## src/rtl/pwm_multichannel_if.sv

```systemverilog
// Register-side control bus and pad-side output bus of the multichannel PWM.
// The master drives enables, prescaler and duty writes; the slave (the PWM
// block) drives the pad outputs and the period marker.
interface pwm_multichannel_if #(
  parameter int NUM_CH = 16,
  parameter int CNT_W  = 8,
  parameter int PRE_W  = 12
);
  localparam int CH_W = (NUM_CH > 1) ? $clog2(NUM_CH) : 1;

  logic [NUM_CH-1:0] en_out;
  logic [NUM_CH-1:0] en_pwm;
  logic [PRE_W-1:0]  prescale;
  logic              duty_wr_en;
  logic [CH_W-1:0]   duty_wr_ch;
  logic [CNT_W-1:0]  duty_wr_data;
  logic [NUM_CH-1:0] out;
  logic              period_start;

  modport master (
    output en_out,
    output en_pwm,
    output prescale,
    output duty_wr_en,
    output duty_wr_ch,
    output duty_wr_data,
    input  out,
    input  period_start
  );

  modport slave (
    input  en_out,
    input  en_pwm,
    input  prescale,
    input  duty_wr_en,
    input  duty_wr_ch,
    input  duty_wr_data,
    output out,
    output period_start
  );
endinterface

```

## src/rtl/pwm_multichannel.sv

```systemverilog
// Multichannel PWM with a shared prescaled period counter and double-buffered
// per-channel duty registers. Duty writes land in a shadow copy and are moved
// into the active copy only at the period boundary, so a running pulse is never
// cut short or stretched by a write.
module pwm_multichannel #(
  parameter int NUM_CH = 16,
  parameter int CNT_W  = 8,
  parameter int PRE_W  = 12
) (
  input  logic              clk,
  input  logic              rst,
  pwm_multichannel_if.slave bus
);
  localparam int CH_W = (NUM_CH > 1) ? $clog2(NUM_CH) : 1;
  localparam logic [CNT_W-1:0] CNT_MAX = {CNT_W{1'b1}};

  logic [PRE_W-1:0]  pre_cnt_reg;
  logic [CNT_W-1:0]  cnt_reg;
  logic [CNT_W-1:0]  shadow_duty_reg [NUM_CH];
  logic [CNT_W-1:0]  active_duty_reg [NUM_CH];
  logic [NUM_CH-1:0] out_reg;
  logic [NUM_CH-1:0] out_next;
  logic              boundary_d1_reg;
  logic              period_start_reg;

  logic tick;
  logic boundary;
  logic wr_valid;

  // The >= compare means a prescale lowered below the running pre_cnt ticks
  // on the very next cycle instead of waiting for the counter to wrap.
  assign tick     = (pre_cnt_reg >= bus.prescale);
  assign boundary = tick && (cnt_reg == CNT_MAX);

  // Indices beyond the last channel are dropped rather than aliased.
  assign wr_valid = bus.duty_wr_en && (32'(bus.duty_wr_ch) < 32'(NUM_CH));

  // Prescaler and period counter; cnt wraps naturally at 2^CNT_W.
  always_ff @(posedge clk) begin
    if (rst) begin
      pre_cnt_reg <= '0;
      cnt_reg     <= '0;
    end else if (tick) begin
      pre_cnt_reg <= '0;
      cnt_reg     <= cnt_reg + CNT_W'(1);
    end else begin
      pre_cnt_reg <= pre_cnt_reg + PRE_W'(1);
    end
  end

  // Shadow/active duty pair. The boundary copy reads the shadow value from
  // before this edge, so a write in the boundary cycle waits one more period.
  always_ff @(posedge clk) begin
    if (rst) begin
      for (int i = 0; i < NUM_CH; i++) begin
        shadow_duty_reg[i] <= '0;
        active_duty_reg[i] <= '0;
      end
    end else begin
      if (boundary) begin
        for (int i = 0; i < NUM_CH; i++) begin
          active_duty_reg[i] <= shadow_duty_reg[i];
        end
      end
      if (wr_valid) begin
        shadow_duty_reg[bus.duty_wr_ch] <= bus.duty_wr_data;
      end
    end
  end

  // Per-channel output decision: output enable dominates, then static-high
  // when PWM is disabled, then full-scale duty as 100%, else compare.
  for (genvar gi = 0; gi < NUM_CH; gi++) begin : g_ch
    assign out_next[gi] = !bus.en_out[gi]                ? 1'b0 :
                          !bus.en_pwm[gi]                ? 1'b1 :
                          (active_duty_reg[gi] == CNT_MAX) ? 1'b1 :
                          (cnt_reg < active_duty_reg[gi]);
  end

  // Registered pad outputs and the two-stage period marker, which lines up
  // with the first output cycle computed from cnt=0 and the new duties.
  always_ff @(posedge clk) begin
    if (rst) begin
      out_reg          <= '0;
      boundary_d1_reg  <= 1'b0;
      period_start_reg <= 1'b0;
    end else begin
      out_reg          <= out_next;
      boundary_d1_reg  <= boundary;
      period_start_reg <= boundary_d1_reg;
    end
  end

  assign bus.out          = out_reg;
  assign bus.period_start = period_start_reg;
endmodule

```

## src/flat_wrapper.sv

```systemverilog
// flat-port wrapper written by rule: the top's interface ports become plain ports
module pwm_multichannel_flat 
#(
  parameter int NUM_CH = 16,
  parameter int CNT_W  = 8,
  parameter int PRE_W  = 12
)
  (clk, rst, bus_en_out, bus_en_pwm, bus_prescale, bus_duty_wr_en, bus_duty_wr_ch, bus_duty_wr_data, bus_out, bus_period_start);
  pwm_multichannel_if #(.NUM_CH(NUM_CH), .CNT_W(CNT_W), .PRE_W(PRE_W)) bus_i ();
  input  logic clk;
  input  logic rst;
  input wire logic [$bits(bus_i.en_out)-1:0] bus_en_out;
  input wire logic [$bits(bus_i.en_pwm)-1:0] bus_en_pwm;
  input wire logic [$bits(bus_i.prescale)-1:0] bus_prescale;
  input wire logic [$bits(bus_i.duty_wr_en)-1:0] bus_duty_wr_en;
  input wire logic [$bits(bus_i.duty_wr_ch)-1:0] bus_duty_wr_ch;
  input wire logic [$bits(bus_i.duty_wr_data)-1:0] bus_duty_wr_data;
  output wire logic [$bits(bus_i.out)-1:0] bus_out;
  output wire logic [$bits(bus_i.period_start)-1:0] bus_period_start;
  assign bus_i.en_out = bus_en_out;
  assign bus_i.en_pwm = bus_en_pwm;
  assign bus_i.prescale = bus_prescale;
  assign bus_i.duty_wr_en = bus_duty_wr_en;
  assign bus_i.duty_wr_ch = bus_duty_wr_ch;
  assign bus_i.duty_wr_data = bus_duty_wr_data;
  assign bus_out = bus_i.out;
  assign bus_period_start = bus_i.period_start;
  pwm_multichannel #(.NUM_CH(NUM_CH), .CNT_W(CNT_W), .PRE_W(PRE_W)) u_core (.clk(clk), .rst(rst), .bus(bus_i));
endmodule
```

## config.mk

```make
export PLATFORM = sky130hd
export DESIGN_NAME = pwm_multichannel_flat
export DESIGN_NICKNAME = d
export VERILOG_FILES = /design/src/rtl/pwm_multichannel_if.sv /design/src/rtl/pwm_multichannel.sv /design/src/flat_wrapper.sv
export SDC_FILE = /design/constraint.sdc
export NUM_CORES = 1
export LEC_CHECK = 0
export CORE_MARGIN = 2
export CORE_UTILIZATION = 57
export CTS_BUF_LIST = sky130_fd_sc_hd__clkbuf_8 sky130_fd_sc_hd__clkbuf_16
export CTS_CLUSTER_DIAMETER = 40
export DETAILED_ROUTE_END_ITERATION = 10
export GPL_TIMING_DRIVEN = 0
export PLACE_DENSITY = 0.79
export SYNTH_ARGS = -nofsm -noshare
export SYNTH_HDL_FRONTEND = slang
export SYNTH_SLANG_ARGS = --single-unit
```

## constraint.sdc

```tcl
create_clock -name clk -period 34.8 [get_ports clk]
set_clock_uncertainty 0.1 [all_clocks]
set_input_delay 3.48 -clock clk [delete_from_list [all_inputs] [get_ports clk]]
set_output_delay 3.48 -clock clk [all_outputs]
set_load 0.05 [all_outputs]
```

==> results_tabular.tex <==
\begin{tabular}{lr}
\hline
Metric & Value \\
\hline
\multicolumn{2}{l}{\textbf{Clock tree}} \\
Clock tree root buffer cell & sky130\_fd\_sc\_hd\_\_clkbuf\_16 \\
Number of buffers created by CTS & 37 \\
CTS tree & done \\
Hold buffer count at CTS & 0 \\
Cts repair resizes & 0 \\
Number of H-tree levels & 2 \\
Number of buffers inserted to repair setup after CTS & 0 \\
Clock-pin slew reported for the worst setup and hold paths after clock tree synthesis & around 60 ps \\
Skew-Pair Late Insertion Delay & 510 ps \\
Number of clock sinks & $\sim$290 \\
Max Buffers Root-to-Sink & 3 \\
\multicolumn{2}{l}{\textbf{Place}} \\
Count of port buffers added during placement & 74 \\
Detailed placement HPWL & approximately 22 mm \\
Post-DP Area & roughly 16000 um\^{}2 \\
Routability Congestion & approximately 0.84 \\
Setup slack at placement & around 28000 ps \\
Placed Cells incl. Taps & $\sim$1700 \\
\multicolumn{2}{l}{\textbf{Min path}} \\
Worst min-delay path class & reg2reg \\
End point of the worst hold path & u\_core.bus.period\_start\$\_SDFF\_PP0\_ \\
Number of stages on the worst hold path & 1 \\
Hold path startpoint & u\_core.boundary\_d1\_reg\$\_SDFF\_PP0\_ \\
\multicolumn{2}{l}{\textbf{Synth}} \\
Simple-gate share of the synthesized area & 0.224 \\
Post-synthesis compound-gate area fraction & 0.0550 \\
Main combinational cell family by area after synthesis & simple AND/OR/NAND/NOR gates \\
Synth Register Bits & 294 \\
Unique cell type count in the Yosys netlist & between 40 and 50 \\
Adder-Cell Fraction of Synth Area & 0.104 \\
Share of Yosys cell area claimed by the top area cell type & 0.507 \\
Cell count after synthesis & 1241 \\
Yosys Warn Count & 0 \\
Net Count, Synth & 1426 \\
Yosys top cell by area & sky130\_fd\_sc\_hd\_\_edfxtp\_1 \\
Post-synthesis instance area & 15200 um\^{}2 \\
Multiplexer area fraction after synthesis & 0.00586 \\
Leading cell types by total area after synthesis & sky130\_fd\_sc\_hd\_\_edfxtp\_1, sky130\_fd\_sc\_hd\_\_ha\_1, sky130\_fd\_sc\_hd\_\_and2\_1 \\
Post-synthesis sequential area ratio & 0.558 \\
Xor and xnor fraction of the mapped netlist area & 0.00578 \\
Mapped Avg Cell Area & approximately 12 um\^{}2 \\
\multicolumn{2}{l}{\textbf{Detailed routing}} \\
Length of the first detailed-routing pass in iterations & 5 \\
Final Routed Wirelength & 32.4 mm \\
Antenna viol nets, final & 0 \\
Wire length per cell after detailed routing & 18.9 um \\
Initial detailed-routing violation count & approximately 800 \\
Drt drc & 0 \\
Overall via count from detail\_route & 9900 \\
Post-detailed-route via-to-cell ratio & about 5.8 \\
\multicolumn{2}{l}{\textbf{Timing}} \\
Max Fclk & 0.160 GHz \\
Post-route fraction of the period consumed by the critical path & 0.180 \\
Tmin final & 6260 ps \\
Worst slew margin relative to its limit & 0.0917 \\
Actual slew at the worst max-slew pin & $\sim$1400 ps \\
Unrepaired setup endpoints after global routing & false \\
Fin Setup TNS & 0 ps \\
Final setup slack of the worst path & 28540 ps \\
Number of endpoints with negative hold slack in the final report & 0 \\
Slew Limit Fails & 0 \\
Final setup fails & 0 \\
Hold Worst Slack & about 380 ps \\
\multicolumn{2}{l}{\textbf{Die}} \\
Vertical die dimension & 167 um \\
Row Count & approximately 60 \\
Starting Density & 0.581 \\
Overall die area & around 28000 um\^{}2 \\
Total core area & between 20000 and 30000 um\^{}2 \\
Horizontal extent of the die & 167 um \\
Number of ports placed on the die boundary & 76 \\
\multicolumn{2}{l}{\textbf{Layout}} \\
Utilization after layout & 0.674 \\
Layout cells sized above 1 & 0.102 \\
Non-filler cells in the finished layout & 1719 \\
Fill cell total of the finished layout & 1789 \\
Post-layout nets & 1543 \\
Synthesis-to-layout area growth & 16.0\% \\
Post-route cell area & 17600 um\^{}2 \\
Most common cell after layout, fill and taps aside & sky130\_fd\_sc\_hd\_\_edfxtp\_1 \\
Most frequent cells in the layout & sky130\_fd\_sc\_hd\_\_edfxtp\_1, sky130\_fd\_sc\_hd\_\_and2\_1, sky130\_fd\_sc\_hd\_\_inv\_1 \\
Total inserted antenna cells & 0 \\
\multicolumn{2}{l}{\textbf{Setup path}} \\
Data required time of the critical path & 34910 ps \\
Worst setup SP type & input port \\
Flop2flop setup slack & between 30000 and 40000 ps \\
Critical Path Sink Type & register \\
End of the worst register-to-register path & u\_core.active\_duty\_reg[0][34]\$\_SDFFCE\_PN0P\_ \\
R2R depth & 7 \\
Worst-path maximum fanout & 33 \\
Beginning of the worst register-to-register path & u\_core.cnt\_reg[1]\$\_SDFFE\_PP0P\_ \\
Crit path arrival time & approximately 6400 ps \\
Path type of the worst setup path & in2reg \\
\multicolumn{2}{l}{\textbf{Pwr}} \\
IR Drop Worst-Case VDD & about 0.031 mV \\
Sequential group share of total power & 0.499 \\
Combinational Power Share & 0.070 \\
Sw Ratio & 0.229 \\
Leak Pwr & 6.82 nW \\
Pwr Density & 46.7 nW/um\^{}2 \\
Clock network fraction of total power & 0.431 \\
Design internal power & 632 uW \\
Power consumption & 820 uW \\
Switching Power & $\sim$190 uW \\
\multicolumn{2}{l}{\textbf{Global routing}} \\
Number of antenna violations at the first check in global routing & 4 \\
Largest net degree at the start of global routing & 34 \\
Global-route wire length before repair & 51.8 mm \\
Global-route usage over all layers & 0.240 \\
Via count of the first global-routing pass & 9961 \\
Final global-route overflow total & 0 \\
\multicolumn{2}{l}{\textbf{Run}} \\
Max-cap violations & 0 \\
\multicolumn{2}{l}{\textbf{Status}} \\
Result of the run & finished clean \\
\hline
\end{tabular}
[routing by layer]
| metal | GRT usage | wire length [um] | vias up |
|---|---|---|---|
| met2 | 0.412 | 15800 | 363 |
| met3 | 0.0406 | 2420 | 114 |
| met1 | 0.298 | 12800 | 4674 |
| li1 | - | - | 4749 |
| met4 | 0.105 | 1430 | 0 |
| met5 | 0 | 0 | - |
[cell usage after synthesis (all sizes together)]
library cell    n
nand3b          1
a21boi          1
and3            5
nand2          30
nor4b          80
mux2i           1
a21oi          19
xor2            7
o211ai         17
inv           127
or3             4
clkbuf         41
nor3            5
o21ai          52
a221oi          1
or2             4
o21bai          1
nand3          27
o221ai         16
ha            126
and2          145
nor2           52
nor2b          58
buf            10
a21o           17
xnor2           3
dfxtp          38
edfxtp        256
o22ai           3
and4            1
nand2b         19
o21a            1
nand4          66
mux2            7
[area by class of cell]
cell class | count | area (um^2) | area share
Multi-Input combinational cell | 769 | 6000 | 0.341
Tap cell | 335 | 419 | 0.0239
Sequential cell | 294 | 8450 | 0.481
Inverter | 127 | 477 | 0.0271
Clock inverter | 27 | 214 | 0.0122
Clock buffer | 38 | 940 | 0.0535
Timing Repair Buffer | 78 | 836 | 0.0476
Buffer | 51 | 241 | 0.0137
[cell families after synthesis]
kind of cell / count (synthesis)
and+or+nand+nor: 497
DFF: 294
buffers and inverters: 178
AOI/OAI and AO/OA: 128
adders and majority gates: 126
xor gates and xnor gates: 10
muxes: 8
[worst max-delay path by stage]
stage	from	to	slack (ps)	cells after the start
after floorplan	bus_prescale[9]	u_core.active_duty_reg[0][0]$_SDFFCE_PN0P_	20390	8
after global placement	bus_prescale[9]	u_core.active_duty_reg[0][21]$_SDFFCE_PN0P_	17150	9
after detailed placement	bus_prescale[10]	u_core.active_duty_reg[0][34]$_SDFFCE_PN0P_	28020	11
after CTS	bus_prescale[10]	u_core.active_duty_reg[0][34]$_SDFFCE_PN0P_	28550	11
after global routing	bus_prescale[10]	u_core.active_duty_reg[0][45]$_SDFFCE_PN0P_	28370	11
final	bus_prescale[9]	u_core.active_duty_reg[0][34]$_SDFFCE_PN0P_	28540	11
[worst max-delay path, cell delays in order]
cell	delay, ps
sky130_fd_sc_hd__clkdlybuf4s50_1	460
sky130_fd_sc_hd__inv_1	40
sky130_fd_sc_hd__ha_1	300
sky130_fd_sc_hd__nand4_2	200
sky130_fd_sc_hd__o21bai_2	250
sky130_fd_sc_hd__nor2_1	130
sky130_fd_sc_hd__o21a_4	150
sky130_fd_sc_hd__buf_2	220
sky130_fd_sc_hd__o21ai_4	640
sky130_fd_sc_hd__buf_16	250
sky130_fd_sc_hd__buf_12	210
[power by group through the flow]
stage | clock network (mW) | registers [mW] | logic (mW)
5_1_grt | 0.372 | 0.411 | 0.0622
4_1_cts | 0.356 | 0.409 | 0.0572
3_3_place_gp | 0 | 0.419 | 0.0535
6_report | 0.354 | 0.409 | 0.0571
3_5_place_dp | 0 | 0.416 | 0.0567
2_1_floorplan | 0 | 0.422 | 0.0275
Note: power is estimated with default switching activity, not from simulation.
